**src/rtl/button_debouncer_if.sv**
```systemverilog
// Purpose : bundles the per-channel button pins and conditioned outputs of button_debouncer.
// Latency : n/a (wiring only).
// Backpressure: none; all signals are level/strobe outputs sampled every cycle.
//
// Signals (one bit per channel):
//   button_in      raw asynchronous pin levels (driven by the pin side)
//   button_level   debounced state, 1 = pressed
//   button_press   1-cycle pulse on an accepted press
//   button_release 1-cycle pulse on an accepted release
//   button_repeat  1-cycle pulse per auto-repeat tick while held
interface button_debouncer_if #(
    parameter int NUM_BUTTONS = 2
);
    logic [NUM_BUTTONS-1:0] button_in;
    logic [NUM_BUTTONS-1:0] button_level;
    logic [NUM_BUTTONS-1:0] button_press;
    logic [NUM_BUTTONS-1:0] button_release;
    logic [NUM_BUTTONS-1:0] button_repeat;

    // Pin / control side: drives the raw levels, consumes the conditioned outputs.
    modport master (
        output button_in,
        input  button_level,
        input  button_press,
        input  button_release,
        input  button_repeat
    );

    // Debouncer side.
    modport slave (
        input  button_in,
        output button_level,
        output button_press,
        output button_release,
        output button_repeat
    );
endinterface

```
**src/rtl/button_debouncer.sv**
```systemverilog
// Purpose : per-channel 2-FF sync, stability-counter debounce, level + press/release/repeat strobes.
// Latency : stable pin edge -> strobe/level change = 2 + DEBOUNCE_CYCLES + 1 clocks.
// Backpressure: none; strobes are single-cycle and must be consumed when they occur.
//
// Ports:
//   clk    system clock, rising edge
//   reset  synchronous, active-high
//   btn    button_debouncer_if.slave: button_in (raw pins) in; button_level,
//          button_press, button_release, button_repeat out (one bit per channel)
module button_debouncer #(
    parameter int   NUM_BUTTONS         = 2,
    parameter logic ACTIVE_LEVEL        = 1'b1,
    parameter int   DEBOUNCE_CYCLES     = 270000,
    parameter int   REPEAT_DELAY_CYCLES = 13500000,
    parameter int   REPEAT_RATE_CYCLES  = 2700000
) (
    input  logic                clk,
    input  logic                reset,
    button_debouncer_if.slave   btn
);

    localparam int MAX_DR = (DEBOUNCE_CYCLES > REPEAT_DELAY_CYCLES) ? DEBOUNCE_CYCLES
                                                                     : REPEAT_DELAY_CYCLES;
    localparam int MAX_CYCLES = (MAX_DR > REPEAT_RATE_CYCLES) ? MAX_DR : REPEAT_RATE_CYCLES;
    // One spare bit so neither counter can wrap before its compare value.
    localparam int CW = $clog2(MAX_CYCLES) + 1;

    localparam logic [CW-1:0] DB_LAST    = CW'(DEBOUNCE_CYCLES - 1);
    localparam logic [CW-1:0] RPT_LAST   = CW'(REPEAT_DELAY_CYCLES - 1);
    // After the first repeat the counter restarts part-way so the next hit
    // comes REPEAT_RATE_CYCLES later using the same compare value.
    localparam logic [CW-1:0] RPT_RELOAD = CW'(REPEAT_DELAY_CYCLES - REPEAT_RATE_CYCLES);

    typedef enum logic [1:0] {
        IDLE        = 2'd0,
        PRESS_CHK   = 2'd1,
        HELD        = 2'd2,
        RELEASE_CHK = 2'd3
    } state_t;

    logic [NUM_BUTTONS-1:0] level_v;
    logic [NUM_BUTTONS-1:0] press_v;
    logic [NUM_BUTTONS-1:0] release_v;
    logic [NUM_BUTTONS-1:0] repeat_v;

    for (genvar g = 0; g < NUM_BUTTONS; g++) begin : g_ch
        logic          sync1_q;
        logic          sync2_q;
        logic          s;
        state_t        state_q;
        state_t        state_d;
        logic [CW-1:0] cnt_q;
        logic [CW-1:0] cnt_d;
        logic [CW-1:0] rpt_q;
        logic [CW-1:0] rpt_d;
        logic          press_d;
        logic          release_d;
        logic          repeat_d;
        logic          press_ev_q;
        logic          release_ev_q;
        logic          repeat_ev_q;
        logic          level_q;
        logic          press_q;
        logic          release_q;
        logic          repeat_q;

        // Synchroniser resets to the idle level so reset never looks like a press.
        always_ff @(posedge clk) begin
            if (reset) begin
                sync1_q <= ~ACTIVE_LEVEL;
                sync2_q <= ~ACTIVE_LEVEL;
            end else begin
                sync1_q <= btn.button_in[g];
                sync2_q <= sync1_q;
            end
        end

        assign s = (sync2_q == ACTIVE_LEVEL);

        always_ff @(posedge clk) begin
            if (reset) begin
                state_q <= IDLE;
                cnt_q   <= '0;
                rpt_q   <= '0;
            end else begin
                state_q <= state_d;
                cnt_q   <= cnt_d;
                rpt_q   <= rpt_d;
            end
        end

        always_comb begin
            state_d   = state_q;
            cnt_d     = cnt_q;
            rpt_d     = rpt_q;
            press_d   = 1'b0;
            release_d = 1'b0;
            repeat_d  = 1'b0;
            unique case (state_q)
                IDLE: begin
                    if (s) begin
                        state_d = PRESS_CHK;
                        cnt_d   = CW'(1);
                    end
                end
                PRESS_CHK: begin
                    if (!s) begin
                        state_d = IDLE;
                        cnt_d   = '0;
                    end else if (cnt_q == DB_LAST) begin
                        state_d = HELD;
                        cnt_d   = '0;
                        rpt_d   = '0;
                        press_d = 1'b1;
                    end else begin
                        cnt_d = cnt_q + CW'(1);
                    end
                end
                HELD: begin
                    if (!s) begin
                        // rpt_q is left alone so a rejected bounce resumes the repeat timing.
                        state_d = RELEASE_CHK;
                        cnt_d   = CW'(1);
                    end else if (rpt_q == RPT_LAST) begin
                        rpt_d    = RPT_RELOAD;
                        repeat_d = 1'b1;
                    end else begin
                        rpt_d = rpt_q + CW'(1);
                    end
                end
                RELEASE_CHK: begin
                    if (s) begin
                        state_d = HELD;
                        cnt_d   = '0;
                    end else if (cnt_q == DB_LAST) begin
                        state_d   = IDLE;
                        cnt_d     = '0;
                        release_d = 1'b1;
                    end else begin
                        cnt_d = cnt_q + CW'(1);
                    end
                end
                default: begin
                    state_d = IDLE;
                    cnt_d   = '0;
                end
            endcase
        end

        // Events are captured on the deciding edge and presented one clock
        // later, together with the level derived from the registered state,
        // so level and its strobe always change in the same cycle.
        always_ff @(posedge clk) begin
            if (reset) begin
                press_ev_q   <= 1'b0;
                release_ev_q <= 1'b0;
                repeat_ev_q  <= 1'b0;
                level_q      <= 1'b0;
                press_q      <= 1'b0;
                release_q    <= 1'b0;
                repeat_q     <= 1'b0;
            end else begin
                press_ev_q   <= press_d;
                release_ev_q <= release_d;
                repeat_ev_q  <= repeat_d;
                level_q      <= (state_q == HELD) || (state_q == RELEASE_CHK);
                press_q      <= press_ev_q;
                release_q    <= release_ev_q;
                repeat_q     <= repeat_ev_q;
            end
        end

        assign level_v[g]   = level_q;
        assign press_v[g]   = press_q;
        assign release_v[g] = release_q;
        assign repeat_v[g]  = repeat_q;
    end

    assign btn.button_level   = level_v;
    assign btn.button_press   = press_v;
    assign btn.button_release = release_v;
    assign btn.button_repeat  = repeat_v;

endmodule

```
**src/flat_wrapper.sv**
```systemverilog
// flat-port wrapper written by rule: the top's interface ports become plain ports
module button_debouncer_flat 
#(
    parameter int   NUM_BUTTONS         = 2,
    parameter logic ACTIVE_LEVEL        = 1'b1,
    parameter int   DEBOUNCE_CYCLES     = 270000,
    parameter int   REPEAT_DELAY_CYCLES = 13500000,
    parameter int   REPEAT_RATE_CYCLES  = 2700000
)
  (clk, reset, btn_button_in, btn_button_level, btn_button_press, btn_button_release, btn_button_repeat);
  button_debouncer_if #(.NUM_BUTTONS(NUM_BUTTONS)) btn_i ();
  input  logic clk;
  input  logic reset;
  input wire logic [$bits(btn_i.button_in)-1:0] btn_button_in;
  output wire logic [$bits(btn_i.button_level)-1:0] btn_button_level;
  output wire logic [$bits(btn_i.button_press)-1:0] btn_button_press;
  output wire logic [$bits(btn_i.button_release)-1:0] btn_button_release;
  output wire logic [$bits(btn_i.button_repeat)-1:0] btn_button_repeat;
  assign btn_i.button_in = btn_button_in;
  assign btn_button_level = btn_i.button_level;
  assign btn_button_press = btn_i.button_press;
  assign btn_button_release = btn_i.button_release;
  assign btn_button_repeat = btn_i.button_repeat;
  button_debouncer #(.NUM_BUTTONS(NUM_BUTTONS), .ACTIVE_LEVEL(ACTIVE_LEVEL), .DEBOUNCE_CYCLES(DEBOUNCE_CYCLES), .REPEAT_DELAY_CYCLES(REPEAT_DELAY_CYCLES), .REPEAT_RATE_CYCLES(REPEAT_RATE_CYCLES)) u_core (.clk(clk), .reset(reset), .btn(btn_i));
endmodule
```
**config.mk**
```make
export PLATFORM = sky130hd
export DESIGN_NAME = button_debouncer_flat
export DESIGN_NICKNAME = d
export VERILOG_FILES = /design/src/rtl/button_debouncer_if.sv /design/src/rtl/button_debouncer.sv /design/src/flat_wrapper.sv
export SDC_FILE = /design/constraint.sdc
export NUM_CORES = 1
export LEC_CHECK = 0
export CORE_UTILIZATION = 62
export DETAILED_ROUTE_END_ITERATION = 10
export PLACE_DENSITY = 0.89
export SKIP_LAST_GASP = 1
export SLEW_MARGIN = 10
export SYNTH_ARGS = -nofsm -noshare
export SYNTH_HDL_FRONTEND = slang
export SYNTH_SLANG_ARGS = --single-unit
```
**constraint.sdc**
```tcl
create_clock -name clk -period 2.8 [get_ports clk]
set_clock_uncertainty 0.15 [all_clocks]
set_input_delay 0.28 -clock clk [delete_from_list [all_inputs] [get_ports clk]]
set_output_delay 0.28 -clock clk [all_outputs]
set_load 0.02 [all_outputs]
```
==> results of run 1 <==
## how the worst max path moves through the flow
| stage | to | cells past startpoint |
|---|---|---|
| 2_1_floorplan | u_core.g_ch[0].rpt_q[22] | 6 |
| 5_1_grt | u_core.g_ch[0].rpt_q[17] | 5 |
| 3_3_place_gp | u_core.g_ch[0].rpt_q[22] | 6 |
| 6_report | u_core.g_ch[0].rpt_q[17] | 5 |
| 4_1_cts | u_core.g_ch[0].rpt_q[22] | 6 |
| 3_5_place_dp | u_core.g_ch[0].rpt_q[22] | 6 |
## placed cells by master, fill, tap and decap left out, drive strengths merged, types with 8 or more instances in the layout
cell type      synthesis  final
o21ai                 43     43
nand2b                 9      9
and3                  14     14
clkdlybuf4s50          0     10
nor2                  41     41
a31oi                 53     53
nand2                 77     77
nor4                  18     18
dfxtp                122    122
nand3                 47     47
nor2b                 17     17
or3                   14     14
nor4b                  8      8
xor2                   9      9
a22oi                  8      8
and4                  14     14
nor3                  23     23
a21oi                 63     63
clkbuf                28     26
nand4                 33     33
a21o                  16     16
buf                   25     12
inv                   15     15
## flip-flops by register name (all words and copies together) (netlist names), named ones only
register and flops:
u_core.g_ch.repeat_q 2, u_core.g_ch.state_q 2, u_core.g_ch.release_ev_q 2, u_core.g_ch.repeat_ev_q 2, u_core.g_ch.s 2, u_core.g_ch.press_q 2
u_core.g_ch.rpt_q 50, u_core.g_ch.level_q 2, u_core.g_ch.cnt_q 50, u_core.g_ch.release_q 2, u_core.g_ch.sync1_q 2, u_core.g_ch.press_ev_q 2
## logic make-up (layout without fill, tap and decap cells)
| kind of cell | Yosys count | after routing | synth area share, % |
|---|---|---|---|
| xor+xnor | 12 | 12 | 1.76 |
| fa+ha+maj | 4 | 4 | 0.784 |
| buf+inv | 68 | 70 | 5.45 |
| mux | 7 | 7 | 1.10 |
| flops | 122 | 122 | 38.3 |
| compound gates | 222 | 222 | 22.0 |
| simple gates | 349 | 349 | 30.7 |
## routing by layer
metal | GRT usage (%) | vias to the layer above
li1 | - | 2935
met3 | 6.92 | 43
met2 | 49.9 | 294
met5 | 0 | -
met1 | 36.4 | 2837
met4 | 14.6 | 0
## metrics by stage
stage | cells | setup WS, ns | cell area, um2 | utilization (%) | hold WS [ns]
after global placement | 887 | 0.464 | 6450 | 65.4 | 0.268
after CTS | 919 | 0.350 | 7080 | 71.8 | 0.0269
final | 919 | 0.336 | 7080 | 71.8 | 0.0409
after detailed placement | 887 | 0.410 | 6450 | 65.4 | 0.284
after floorplan | 784 | 0.550 | 6380 | - | 0.258
after global routing | 919 | 0.160 | 7080 | 71.8 | 0.0399
## tightest hold or removal path, cell delays in order
cell and delay, ns:
clkbuf_2 0.11, buf_4 0.22, a21oi_1 0.06
## where the power goes
part | leakage (nW) | switching, mW | internal (mW)
logic | 1.09 | 0.0550 | 0.0240
clock network | 0.312 | 0.757 | 1.56
registers | 0.983 | 0.00867 | 1.74
total | 2.39 | 0.820 | 3.33
## final cells by class
class | count | area (um2) | share of cell area (%)
sequential | 122 | 2440 | 34.5
clock buffer | 25 | 494 | 6.98
clock inverter | 7 | 135 | 1.91
tap | 133 | 166 | 2.35
multi-input combinational | 594 | 3590 | 50.7
timing repair buffer | 23 | 195 | 2.76
inverter | 15 | 56.3 | 0.795
==> impl_results.md, run 1 <==
- Outcome: complete, no violations
- Routed wire length: between 15000 and 20000 um
- Hold Vio Cnt, Final: 0
- Synth unique cells: 76
- I/O pin count: 12
- Drt first pass iters: 5
- Register bit total from synthesis: 122
- Path type of the worst setup path: flip-flop to flip-flop
- Top cell type's share of synthesized area: 38.3%
- CP max-delay cell: a21oi_2
- Max Freq: 0.406 GHz
- Worst Max-Slew Pin Slew: approximately 1.1 ns
- Post-CTS Setup Bufs: 0
- Met2 routed WL: 7320 um
- Maximum VDD drop: 0.000670 V
- Antenna cells: 0
- CP Capture Type: flip-flop
- Netlist area before placement: roughly 6400 um2
- Arr. time, crit path: 2.76 ns
- Root buffer cell: clkbuf_8
- Power Dens Cells: 586 nW/um2
- Synth-to-layout area growth: 11.0%
- Detailed Place HPWL: around 10000 um
- Max-slew violations: 0
- Flop2flop setup slack: 0.34 ns
- Global-route wire length before repair: 25000 um
- DR vias: 6109
- Max_cap viols: 0
- Fin nets: 781
- Max clock buf depth: 2
- Drt drc: 0
- Slew HR: between 20% and 30%
- CP max stage delay: 0.68 ns
- EDFF count, synth: 0
- YS warnings: 0
- Met3 wire len: 1020 um
- CP Data Required Time: 3.09 ns
- Top cells by count, synth: dfxtp_1, nand2_1, a21oi_1
- DIE AREA: 10700 um2
- CTS Buf Count: 17
- Hold Crit Class: input port to flip-flop
- Final Setup Violations: 0
- Final ANT Viol Nets: 0
- Hold Path Origin: reset
- Clk_lat worst skew: 0.52 ns
- CTS sink count: about 120
- Reg2reg start: u_core.g_ch[0].state_q[0]
- Hold EP: u_core.g_ch[1].rpt_q[15]
- Synth top area cells: dfxtp_1, a31oi_1, a21oi_1
- Post-CTS Hold Buffers: 0
- Initial DRC count: 392
- Count leader, synth: dfxtp_1
- Setup TNS: 0 ns
- Synthesized Nets: 792
- Global placement routability congestion: 0.879
- Die span in y: 103 um
- # H-tree levels: 4
- DRT met1 WL: 6460 um
- CTS tree: built
- Vias per cell: 6.65
- Hold Path Depth: 3
- Buffer and inverter count on the worst path: 0
- CP startpoint: u_core.g_ch[0].state_q[0]
- Worst path cell trace: and3b_1 -> nand2_1 -> a21oi_2 -> nand3_1 -> mux2i_1
- Sequential fraction of the synthesis area: 38.3%
- Wirelength per Cell: 16.5 um
- Leak: 2.39 nW
- Reg2reg path depth: 5
- Area leader, netlist: dfxtp_1
- Kind of cell adding the most delay to the critical path: simple AND/OR/NAND/NOR gates
- Overflow after GRT: 0
- Final Power: around 4.1 mW
- CP startpoint kind: flip-flop
- Row Count: 36
- Crit Path Max Fanout: 18
- Core Box Area: 9860 um2
- Async SR Flop Fraction: 0%
- Total GRT Usage: 29.9%
- PostCTS Resize Cnt: 0
- Reg clk slew, reported paths: 0.06 ns
- Highest metal used: met4
- Syn avg cell area: 8.14 um2
- Fraction of layout cells with a size suffix above 1: 8.65%
- Capturing point of the worst reg2reg path: u_core.g_ch[0].rpt_q[17]
- Layout fillers: 706
- PortBufs: 11
- Largest net degree at the start of global routing: 32
- Vias in the first global route: 5550
- Die W: 103 um
- Initial antenna violation count: 0
- Ys flop type: dfxtp_1
- Cells after synthesis: 784
- Crit share post-route: ~90%
- Starting Density: 64.7%
- RSZ-0062 raised after global routing: no
- Crit path time final: between 2 and 2.5 ns
(Power assumes the default switching activity.)
==> run 2: changes to the inputs <==
--- a/config.mk
+++ b/config.mk
@@ -5,6 +5,7 @@
 export SDC_FILE = /design/constraint.sdc
 export NUM_CORES = 1
 export LEC_CHECK = 0
+export CAP_MARGIN = 20
 export CORE_UTILIZATION = 62
 export DETAILED_ROUTE_END_ITERATION = 10
 export PLACE_DENSITY = 0.89
==> results of run 2 <==
No change in the layout: final DEF, timing and power equal those of run 1.
